<file path="src/rtl/div_ctrl_pkg.sv">
// div_ctrl_pkg: shared state encoding, ratio codes and counter width for div_rate_ctrl
package div_ctrl_pkg;
  typedef enum logic [1:0] {IDLE, RUN, PEND} state_t;
  typedef enum logic [1:0] {DIV2, DIV4, DIV8, DIV16} sel_t;
  localparam int CNT_W = 4;
endpackage

</file>
<file path="src/rtl/div_rate_ctrl.sv">
// div_rate_ctrl: glitch-free programmable clock divider (/2../16) with handshaked ratio change
//   fin     : clock, rising edge          rst_n   : async active-low reset
//   enable  : run (1) / park (0)          req/sel : ratio-change request and code
//   ack     : one-cycle pulse when the new ratio takes effect
//   cur_sel : active ratio code           tick    : one-cycle strobe per divided period
//   div_out : 50% duty fin/N square wave  busy    : request pending until next period boundary
module div_rate_ctrl #(
  parameter int CNT_W = div_ctrl_pkg::CNT_W
) (
  input  logic       fin,
  input  logic       rst_n,
  input  logic       enable,
  input  logic       req,
  input  logic [1:0] sel,
  output logic       ack,
  output logic [1:0] cur_sel,
  output logic       tick,
  output logic       div_out,
  output logic       busy
);
  import div_ctrl_pkg::*;
  state_t state, nxt;
  logic [CNT_W-1:0] cnt, cnt_n, mask;
  logic [1:0] pend, pend_n, cur_n;
  logic ack_n, take;
  // low cur_sel+1 bits of cnt all ones marks the last cycle of a divided period
  assign mask = {CNT_W{1'b1}} >> (2'd3 - cur_sel);
  assign tick = (state != IDLE) && ((cnt & mask) == mask);
  assign div_out = cnt[cur_sel];
  assign busy = (state == PEND);
  // req seen during the ack cycle belongs to the request just served
  assign take = req && !ack;
  always_comb begin
    nxt = state;
    cnt_n = cnt + 1'b1;
    cur_n = cur_sel;
    pend_n = pend;
    ack_n = 1'b0;
    case (state)
      IDLE: begin
        cnt_n = '0;
        nxt = enable ? RUN : IDLE;
        cur_n = take ? sel : cur_sel;
        ack_n = take;
      end
      RUN: begin
        if (!enable) begin
          nxt = IDLE;
          cnt_n = '0;
        end else if (take && tick) begin
          cur_n = sel;
          cnt_n = '0;
          ack_n = 1'b1;
        end else if (take) begin
          pend_n = sel;
          nxt = PEND;
        end
      end
      PEND: begin
        if (!enable || tick) begin
          cur_n = pend;
          cnt_n = '0;
          ack_n = 1'b1;
          nxt = enable ? RUN : IDLE;
        end
      end
      default: begin
        nxt = IDLE;
        cnt_n = '0;
      end
    endcase
  end
  always_ff @(posedge fin or negedge rst_n) begin
    if (!rst_n) begin
      state <= IDLE;
      cnt <= '0;
      cur_sel <= DIV2;
      pend <= DIV2;
      ack <= 1'b0;
    end else begin
      state <= nxt;
      cnt <= cnt_n;
      cur_sel <= cur_n;
      pend <= pend_n;
      ack <= ack_n;
    end
  end
endmodule

</file>
<file path="config.mk">
export PLATFORM = sky130hd
export DESIGN_NAME = div_rate_ctrl
export DESIGN_NICKNAME = d
export VERILOG_FILES = /design/src/rtl/div_ctrl_pkg.sv /design/src/rtl/div_rate_ctrl.sv
export SDC_FILE = /design/constraint.sdc
export NUM_CORES = 1
export LEC_CHECK = 0
export CAP_MARGIN = 10
export CORE_MARGIN = 2
export CORE_UTILIZATION = 46
export CTS_CLUSTER_DIAMETER = 100
export DETAILED_ROUTE_END_ITERATION = 8
export PLACE_DENSITY = 0.85
export SYNTH_ARGS = -nofsm -noshare
export SYNTH_HDL_FRONTEND = slang
export SYNTH_SLANG_ARGS = --single-unit
</file>
<file path="constraint.sdc">
create_clock -name fin -period 1.8 [get_ports fin]
set_input_delay 0.54 -clock fin [delete_from_list [all_inputs] [get_ports fin]]
set_output_delay 0.54 -clock fin [all_outputs]
set_load 0.03 [all_outputs]
</file>
-- Word-level counts from Yosys, hierarchy flattened
Index checks and enable logic that the tools add are counted.
W data, S select, Z words.
- bits in registers: 11
- bits of input ports: 6
- output and inout bits: 6
- word-level logic and storage cells: 53
- add/subtract/negate cells: 2
- magnitude comparators: 1
- equality and inequality tests: 9
- shift-type cells: 1
- muxes and demuxes: 21
- bitwise gates (word level): 2
- reduce and logical (&&, ||, !) cells: 12
- operators with widths (cell ; number):
    $mux W2 ; 8
    $mux W4 ; 3
    $pmux W2 S3 ; 2
    $pmux W4 S2 ; 1
    $ne A2 B2 Y1 const B ; 3
    $ne A3 B3 Y1 const B ; 2
    $mux W1 ; 5
    $reduce_and A5 Y1 ; 1
    $add A4 B1 Y4 const B ; 1
    $and A4 B4 Y4 ; 1
    $eq A4 B4 Y1 ; 1
    $reduce_and A4 Y1 ; 1
    $shr A4 B2 Y4 const A ; 1
    $logic_and A1 B1 Y1 ; 3
    $lt A2 B3 Y1 const B ; 1
    $pmux W1 S3 ; 1
    $reduce_and A3 Y1 ; 1
    $reduce_bool A3 Y1 ; 1
    $bmux W1 S2 ; 1
    $eq A2 B1 Y1 const B ; 1
    $eq A2 B2 Y1 const B ; 1
    $logic_not A1 Y1 ; 2
    $logic_not A2 Y1 ; 1
    $ne A2 B1 Y1 const B ; 1
    4 further kinds ; 4

-- Longest topological paths before layout
Gate-level depths: netlist of run 1.
- depth after elaboration: 9
- gate-level depth with buffers: 8
- depth with buffers taken out: 8

-- Worst setup path after synthesis of run 1
OpenSTA, ideal clock, no wires.
- path kind: register to output
- start point: register cur_sel[0]
- end point: output port div_out
- arrival: 1.308 ns
- data required time: 1.260 ns
- setup slack: -0.048 ns
- stages on the path, launching flop included: 2
- path buffers: 0
- cell sequence: dfrtp_1 mux4_1
- cells in the longest elaborated chain, start to end: 2
- RTL lines (element ; line ; source):
    start: declaration ; div_rate_ctrl.sv:16 ; output logic [1:0] cur_sel,
    start signal: assignment ; div_rate_ctrl.sv:83 ; cur_sel <= cur_n;
    $bmux W1 S2 ; div_rate_ctrl.sv:29 ; assign div_out = cnt[cur_sel];
    $mux W1 (implied by the code) ; div_rate_ctrl.sv:29 ;
    end: declaration ; div_rate_ctrl.sv:18 ; output logic div_out,
No other way between the ends. The select of a mux whose other input is x is not followed.

-- Worst setup path after layout of run 1
- start point: register state[1]
- end point: output port tick
- cells in the longest elaborated chain, start to end: 2
- RTL lines (element ; line ; source):
    start: declaration ; div_rate_ctrl.sv:22 ; state_t state, nxt;
    start signal: assignment ; div_rate_ctrl.sv:81 ; state <= nxt;
    $reduce_bool A2 Y1 ; div_rate_ctrl.sv:28 ; assign tick = (state != IDLE) && ((cnt & mask) == mask);
    $logic_and A1 B1 Y1 ; div_rate_ctrl.sv:28 ;
    end: declaration ; div_rate_ctrl.sv:17 ; output logic tick,
No other way between the ends.

==> results of run 1 <==
==> kinds of logic (layout without fill, tap and decap cells) <==
group           Yosys count  after routing  share of synthesized area (%)
xor+xnor                  2              2                           2.39
flops                    11             11                           37.5
fa+ha+maj                 5              5                           8.52
buf+inv                   9             46                           6.47
mux                       8              8                           15.2
simple gates             14             14                           11.2
compound gates           17             17                           18.7
==> worst paths after layout <==
kind	to	slack (ns)	cells past startpoint
worst max-delay path	tick	-0.21	7
worst min-delay path	pend[0]	0.51	1
worst max register to register	pend[1]	-0.05	9
worst min register to register	pend[0]	0.51	1
max in group asynchronous	cur_sel[1]	0.85	1
min in group asynchronous	cnt[0]	0.61	1
==> layout by cell type (no fill, tap or decap), drive strengths merged <==
cell | synthesis | routed
mux4 | 1 | 1
nor2 | 5 | 5
a21boi | 1 | 1
nand4b | 1 | 1
xnor2 | 1 | 1
a21oi | 3 | 3
nand2 | 2 | 2
clkbuf | 1 | 4
o41a | 1 | 1
o21ai | 5 | 5
nor2b | 1 | 1
dlygate4sd2 | 0 | 2
or2 | 1 | 1
a31oi | 1 | 1
buf | 1 | 27
o211ai | 4 | 4
clkdlybuf4s50 | 0 | 5
a21o | 1 | 1
mux2 | 6 | 6
nand4 | 1 | 1
dfrtp | 11 | 11
clkdlybuf4s15 | 0 | 1
mux2i | 1 | 1
inv | 7 | 7
ha | 5 | 5
o21a | 1 | 1
xor2 | 1 | 1
nand3 | 1 | 1
nand2b | 1 | 1
and2b | 1 | 1
==> cells in the mapped netlist (2+ instances only) <==
library cell                n
sky130_fd_sc_hd__dfrtp_1   11
sky130_fd_sc_hd__inv_1      6
sky130_fd_sc_hd__ha_1       5
sky130_fd_sc_hd__nor2_1     5
sky130_fd_sc_hd__mux2_2     4
sky130_fd_sc_hd__o21ai_0    4
sky130_fd_sc_hd__a21oi_1    3
sky130_fd_sc_hd__mux2_4     2
sky130_fd_sc_hd__nand2_1    2
sky130_fd_sc_hd__o211ai_1   2
==> power by group through the flow <==
stage | combinational (mW) | sequential, mW | clock (mW)
finish | 0.954 | 0.374 | 0.166
CTS | 0.819 | 0.370 | 0.174
global placement | 0.754 | 0.369 | 0
detailed placement | 0.772 | 0.373 | 0
global route | 1.01 | 0.383 | 0.185
floorplan | 0.395 | 0.456 | 0
==> worst reg2reg max path, delay by kind of cell, from the launching register on <==
kind            cells  cell delay [ns]
compound gates      1             0.06
fa+ha+maj           1             0.17
buf+inv             3             0.34
flops               1             0.38
mux                 1             0.32
simple gates        3             0.48
==> state kept, by name, summed over array words and instances (netlist names) <==
register,count
ack,1
cnt,4
cur_sel,2
pend,2
state,2
==> through the flow <==
step	instance area (um2)	instances
global route	1120	119
global placement	957	107
CTS	1060	117
floorplan	731	66
finish	1120	119
detailed placement	957	107
==> cell type report <==
cell class              count  area share, %
multi-input cells          46           42.3
well taps                  16           1.79
clock buffers               4           2.35
flip-flops and latches     11           24.6
inverters                   7           2.57
repair buffers             35           26.4
==> layer usage <==
metal / wire length [um] / GRT usage (%) / vias up
met5: 0 / 0 / -
li1: - / - / 309
met3: 83 / 7.50 / 7
met4: 40 / 7.88 / 0
met2: 996 / 36.2 / 20
met1: 786 / 27.0 / 322
==> what timing repair did <==
action / 4_1_cts / 5_1_grt
pin swaps: 4 / 8
buffers inserted: 6 / 5
gates resized for setup: 14 / 16
endpoints found under the setup margin: 8 / 9
==> Implementation_results.wiki, run 1 <==
{| class="wikitable"
! Metric !! Value
|-
| Run status || finished with violations
|-
| Violated checks || setup timing
|-
| Maximum frequency from static timing analysis || 498 MHz
|-
| Number of buffers on the longest clock path || 2
|-
| Placer's final routability congestion estimate || 0.874
|-
| HPWL reported at the end of detailed placement || 1.21 mm
|-
| Max incr delay on CP || 0.38 ns
|-
| Number of rows in the core area || 14
|-
| Final ANT Viol Nets || 0
|-
| Yosys synthesis warning count || 0
|-
| Fill count || 108
|-
| Launch point of the critical path || state[1]
|-
| Hold Startpoint || pend[0]
|-
| Leading register cell type out of synthesis || sky130_fd_sc_hd__dfrtp_1
|-
| Number of DRC violations after detailed-routing iteration 0 || 9
|-
| Crit Path Class || reg2out
|-
| Post-Synthesis Net Count || 77
|-
| CP cell instances || inv_2 -> ha_4 -> nor2b_4 -> o21ai_2 -> or2_4 -> inv_4 -> buf_6
|-
| Total core area || 1510 um2
|-
| Class of the worst hold path || reg2reg
|-
| Setup WS post-layout || -0.206 ns
|-
| Total CTS buffers || 3
|-
| Setup repair after global routing missed its margin || yes
|-
| Share of post-route cells with drive strength above 1 || 51.5%
|-
| Worst-case headroom to the max-slew limit || 65.5%
|-
| Via count normalized by instance count || 5.53
|-
| Initial antenna violation count || 0
|-
| Remaining design rule violation count || 0
|-
| Nets@finish || 115
|-
| Proportion of total power due to net switching || 38.9%
|-
| Reg clk slew, reported paths || 0.06 ns
|-
| Post-synth top area share || 37.5%
|-
| Sinks on the clock net || 11
|-
| Static leakage || 0.515 nW
|-
| Number of optimization iterations in the first detailed-route pass || 5
|-
| Final hold violation count || 0
|-
| Initial core utilization || 48.8%
|-
| Critical Path Slowest Stage Cell || sky130_fd_sc_hd__dfrtp_1
|-
| TNS Setup || -0.338 ns
|-
| Post-layout power || 1.49 mW
|-
| Root Buffer || sky130_fd_sc_hd__clkbuf_4
|-
| Net switching power of the design || 0.582 mW
|-
| Input/output buffers || 11
|-
| Worst Path Arrival || 1.47 ns
|-
| Largest fanout of any net on the critical path || 2
|-
| Number of distinct library cell variants in the gate-level netlist after synthesis || 32
|-
| Category of the worst setup path launch point || register
|-
| Worst supply voltage drop on vdd || 851 uV
|-
| Top Family by Delay on Critical Path || flip-flops
|-
| Die height || 44.0 um
|-
| Max Cap Viol || 0
|-
| Vias || 658
|-
| Via count of the first global-routing pass || 664
|-
| Sequential power share || 25.1%
|-
| Pin count of the biggest net entering global routing || 12
|-
| FF-to-FF Start || state[1]
|-
| Total detailed-routing wirelength || 1.91 mm
|-
| Post-synthesis sequential element count || 11
|-
| Critical Path RT || 1.26 ns
|-
| GRT overflow || 0
|-
| Pwr dens || 1330 nW/um2
|-
| Clock tree from TritonCTS || done
|-
| Fraction of power consumed by combinational cells || 63.8%
|-
| Die Width || 44.0 um
|-
| Setup violators final || 4
|-
| Combined buffer and inverter count along the critical path || 3
|-
| Count of pins on the block boundary || 12
|-
| Ant diodes || 0
|-
| Synthesized area per cell || 11.1 um2
|-
| Total die area || 1930 um2
|-
| Post-synthesis sequential area ratio || 37.5%
|-
| Relative contribution of the clock network to total power || 11.1%
|-
| Area of the mapped netlist || 734 um2
|-
| Number of levels in the clock H-tree || 1
|-
| Register Area || 275 um2
|-
| Capturing element type of the critical path || output pin
|-
| Main area contributors after synthesis || sky130_fd_sc_hd__dfrtp_1 (37%), sky130_fd_sc_hd__ha_1 (8.5%), sky130_fd_sc_hd__mux2_2 (6.1%), sky130_fd_sc_hd__mux2_4 (4.1%), sky130_fd_sc_hd__mux4_1 (3.6%)
|-
| Post-layout min period || 2.01 ns
|-
| Relative area change from synthesis to final layout || 52.5%
|-
| GRT Total Usage || 22.1%
|-
| Post-CTS Hold Buffers || 0
|-
| Largest area contributor in the netlist || sky130_fd_sc_hd__dfrtp_1
|-
| Fin Clk Skew || 0.000281 ns
|-
| Routed len/inst || 16.0 um
|-
| Clk_lat worst skew || 0.27 ns
|-
| Internal power consumption || 0.912 mW
|-
| Slew at the pin closest to its max-slew limit || 0.516 ns
|-
| Global-route wire length before repair || 2.97 mm
|-
| Synthesized netlist cell count || 66
|-
| Proportion of synthesized flip-flops having asynchronous set or reset || 100%
|-
| Count of flip-flops with a built-in enable after synthesis || 0
|-
| Final worst-path cycle share || 111%
|-
| Slew Viols, Final || 0
|-
| Post-layout utilization of the core || 74.3%
|-
| Tightest hold margin || 0.515 ns
|-
| Multi-input gate area in the final layout || 474 um2
|-
| Setup Slack @ Placement || -0.183 ns
|}
Note: power is estimated with default switching activity, not from simulation.
==> run 2, diff against run 1 <==
- REMOVE_ABC_BUFFERS: default -> 1
==> run 2 against run 1 <==
Compared with the run above:
- the flow still finishes with violations (setup timing)
- design area fell by 0.89%
- die area did not move
- combinational power fell by 3.2%
- power fell by 1.3%
- worst hold slack improved by 0.0061 ns
- sequential share of layout area rose by 0.22 points
- clock skew rose by 0.0063 ns
- critical path depth did not move
- register-to-register slack got worse by 0.02 ns
==> Implementation_results.wiki, run 2 (synthesis gave the netlist of run 1 again) <==
{| class="wikitable"
! Metric !! Value
|-
| Static leakage || 0.522 nW (+1.3%)
|-
| TNS Setup || -0.556 ns (-0.218 ns)
|-
| Number of optimization iterations in the first detailed-route pass || 4 (-1)
|-
| GRT overflow || 0 (unchanged)
|-
| Reg clk slew, reported paths || 0.08 ns (+0.02 ns)
|-
| Hold Path Depth || 1 (unchanged)
|-
| Routed len/inst || 17.9 um (+12%)
|-
| Pwr dens || 1330 nW/um2 (-0.38%)
|-
| Number of cells in the design after placement || 107 (unchanged)
|-
| Worst Path Arrival || 1.49 ns (+0.02 ns)
|-
| Capturing element type of the critical path || output pin
|-
| Via count of the first global-routing pass || 687 (+3.5%)
|-
| Final worst-path cycle share || 113% (+1.3 points)
|-
| Class of the worst hold path || reg2reg
|-
| GRT Total Usage || 24.9% (+2.8 points)
|-
| Largest fanout of any net on the critical path || 2 (unchanged)
|-
| Global-route wire length before repair || 3.33 mm (+12%)
|-
| Initial antenna violation count || 0 (unchanged)
|-
| Critical Path RT || 1.26 ns (about the same)
|-
| Most used cells in the layout excluding fill and tap cells || sky130_fd_sc_hd__buf_4 (25), sky130_fd_sc_hd__dfrtp_1 (11), sky130_fd_sc_hd__nor2_1 (5), sky130_fd_sc_hd__clkdlybuf4s50_1 (5)
|-
| Setup violators final || 6 (+2)
|-
| Total detailed-routing wirelength || 2.17 mm (+14%)
|-
| Ant diodes || 0 (unchanged)
|-
| Category of the worst setup path launch point || register
|-
| Total core area || 1510 um2 (unchanged)
|-
| Violated checks || setup timing
|-
| Total CTS buffers || 3 (unchanged)
|-
| Setup repair after global routing missed its margin || yes
|-
| Final hold violation count || 0 (unchanged)
|-
| Met3 wire length || 92 um (+11%)
|-
| Worst-case headroom to the max-slew limit || 65.9% (+0.39 points)
|-
| Fin Clk Skew || 0.00658 ns (+0.00630 ns)
|-
| Number of buffers on the longest clock path || 2 (unchanged)
|-
| HPWL reported at the end of detailed placement || 1.34 mm (+11%)
|-
| Register containing the most flip-flops in the final layout || cnt
|-
| Die Width || 44.0 um (unchanged)
|-
| Pin count of the biggest net entering global routing || 12 (unchanged)
|-
| Met1 wire length || 808 um (+2.8%)
|-
| Die height || 44.0 um (unchanged)
|-
| Maximum frequency from static timing analysis || 493 MHz (-1.1%)
|-
| R2R cell count || 9 (unchanged)
|-
| Crit Path Class || reg2out
|-
| Sinks on the clock net || 11 (unchanged)
|-
| Placer's final routability congestion estimate || 0.787 (-10%)
|-
| Worst supply voltage drop on vdd || 745 uV (-13%)
|-
| Remaining design rule violation count || 0 (unchanged)
|-
| Clk_lat worst skew || 0.28 ns (about the same)
|-
| Post-layout min period || 2.03 ns (+0.0228 ns)
|-
| Number of rows in the core area || 14 (unchanged)
|-
| Relative area change from synthesis to final layout || 51.1%
|-
| Run status || finished with violations
|-
| Highest routed layer || met4
|-
| Met2 wire len || 1.16 mm (+16%)
|-
| FF-to-FF Start || cnt[3]
|-
| Share of post-route cells with drive strength above 1 || 50.5% (-0.98 points)
|-
| Total die area || 1930 um2 (unchanged)
|-
| Nets@finish || 117 (+1.7%)
|-
| Setup WS post-layout || -0.229 ns (-0.0228 ns)
|-
| Most common cell after layout, fill and taps aside || sky130_fd_sc_hd__buf_4
|-
| Launch point of the critical path || state[0]
|-
| Vias || 699 (+6.2%)
|-
| Number of DRC violations after detailed-routing iteration 0 || 16 (+7)
|-
| Hold Startpoint || pend[0]
|-
| Post-layout utilization of the core || 73.7% (-0.66 points)
|-
| Number of levels in the clock H-tree || 1 (unchanged)
|-
| Max Cap Viol || 0 (unchanged)
|-
| Largest register FFs || 4 (unchanged)
|-
| Via count normalized by instance count || 5.78 (+4.5%)
|-
| Clock tree from TritonCTS || done
|-
| Initial core utilization || 48.8% (unchanged)
|-
| Slew Viols, Final || 0 (unchanged)
|-
| Root Buffer || sky130_fd_sc_hd__clkbuf_4
|-
| Slew at the pin closest to its max-slew limit || 0.510 ns (-0.00590 ns)
|-
| Input/output buffers || 11 (unchanged)
|-
| Final ANT Viol Nets || 0 (unchanged)
|-
| Post-CTS Hold Buffers || 0 (unchanged)
|-
| Count of pins on the block boundary || 12 (unchanged)
|-
| Final Non-Filler Cells || 121 (+1.7%)
|}
[run 2: cell types whose count changed in the layout (fill, tap and decap cells not counted)]
| cell | delta |
|---|---|
| sky130_fd_sc_hd__ha_2 | +1 |
| sky130_fd_sc_hd__ha_4 | -1 |
| sky130_fd_sc_hd__dlygate4sd2_1 | +1 |
| sky130_fd_sc_hd__buf_4 | +2 |
| sky130_fd_sc_hd__nor2_2 | -1 |
| sky130_fd_sc_hd__a21oi_4 | -1 |
| sky130_fd_sc_hd__clkdlybuf4s15_1 | -1 |
| sky130_fd_sc_hd__nor2_1 | +1 |
| sky130_fd_sc_hd__a21oi_1 | +1 |
[run 2: final cells by class]
type,count,area [um2]
inverter,7,28.8
sequential,11,275
timing repair buffer,37,309
tap,16,20.0
clock buffer,4,26.3
multi-input combinational,46,450
fill,102,397
[run 2: routing by layer]
| metal | GRT usage, % | vias to the layer above |
|---|---|---|
| met5 | 0 | - |
| met4 | 17.6 | 0 |
| met3 | 2.08 | 13 |
| met2 | 42.6 | 34 |
| met1 | 28.9 | 341 |
| li1 | - | 311 |
[run 2: power by group]
part           internal (mW)  leakage [nW]  total, mW  switching [mW]
Sequential             0.324         0.143      0.374          0.0494
Combinational          0.479         0.365      0.923           0.444
Clock                 0.0860        0.0150      0.178          0.0919
Total                  0.890         0.522       1.47           0.585
[run 2: repair_timing]
item                       4_1_cts  5_1_grt
buffers inserted                 7        5
resized for setup               21        4
gates cloned                     0        0
setup endpoints to repair       12        7
pin swaps                       10        5
[run 2: path summary, 6_finish.rpt]
path / to / slack, ns
min in group asynchronous: ack / 0.59
max in group asynchronous: cnt[0] / 0.86
hold reg to reg: pend[0] / 0.52
setup / recovery: tick / -0.23
setup reg to reg: cur_sel[1] / -0.07
hold / removal: pend[0] / 0.52
[run 2: per-stage QoR]
step                      hold slack, ns  power (mW)  area [um2]  setup WS (ns)
final                              0.521        1.47        1110         -0.229
after global routing               0.529        1.55        1110         -0.276
after CTS                          0.517        1.41        1060         -0.193
after detailed placement           0.497        1.14         961         -0.217
after global placement             0.481        1.10         961         -0.206
after floorplan                    0.244       0.835         716        -0.0477
[run 2: worst max-delay path, stage by stage, from the launching register on]
cell and delay, ns:
sky130_fd_sc_hd__dfrtp_1 0.37, sky130_fd_sc_hd__inv_2 0.06, sky130_fd_sc_hd__ha_4 0.16, sky130_fd_sc_hd__nor2b_4 0.10, sky130_fd_sc_hd__o21ai_2 0.07, sky130_fd_sc_hd__or2_4 0.24
sky130_fd_sc_hd__inv_4 0.07, sky130_fd_sc_hd__buf_6 0.12
==> run 3, diff against run 2 <==
- CAP_MARGIN: 10 -> 0
==> results of run 3 <==
The final DEF is identical to that of run 2; final timing and power are the same.
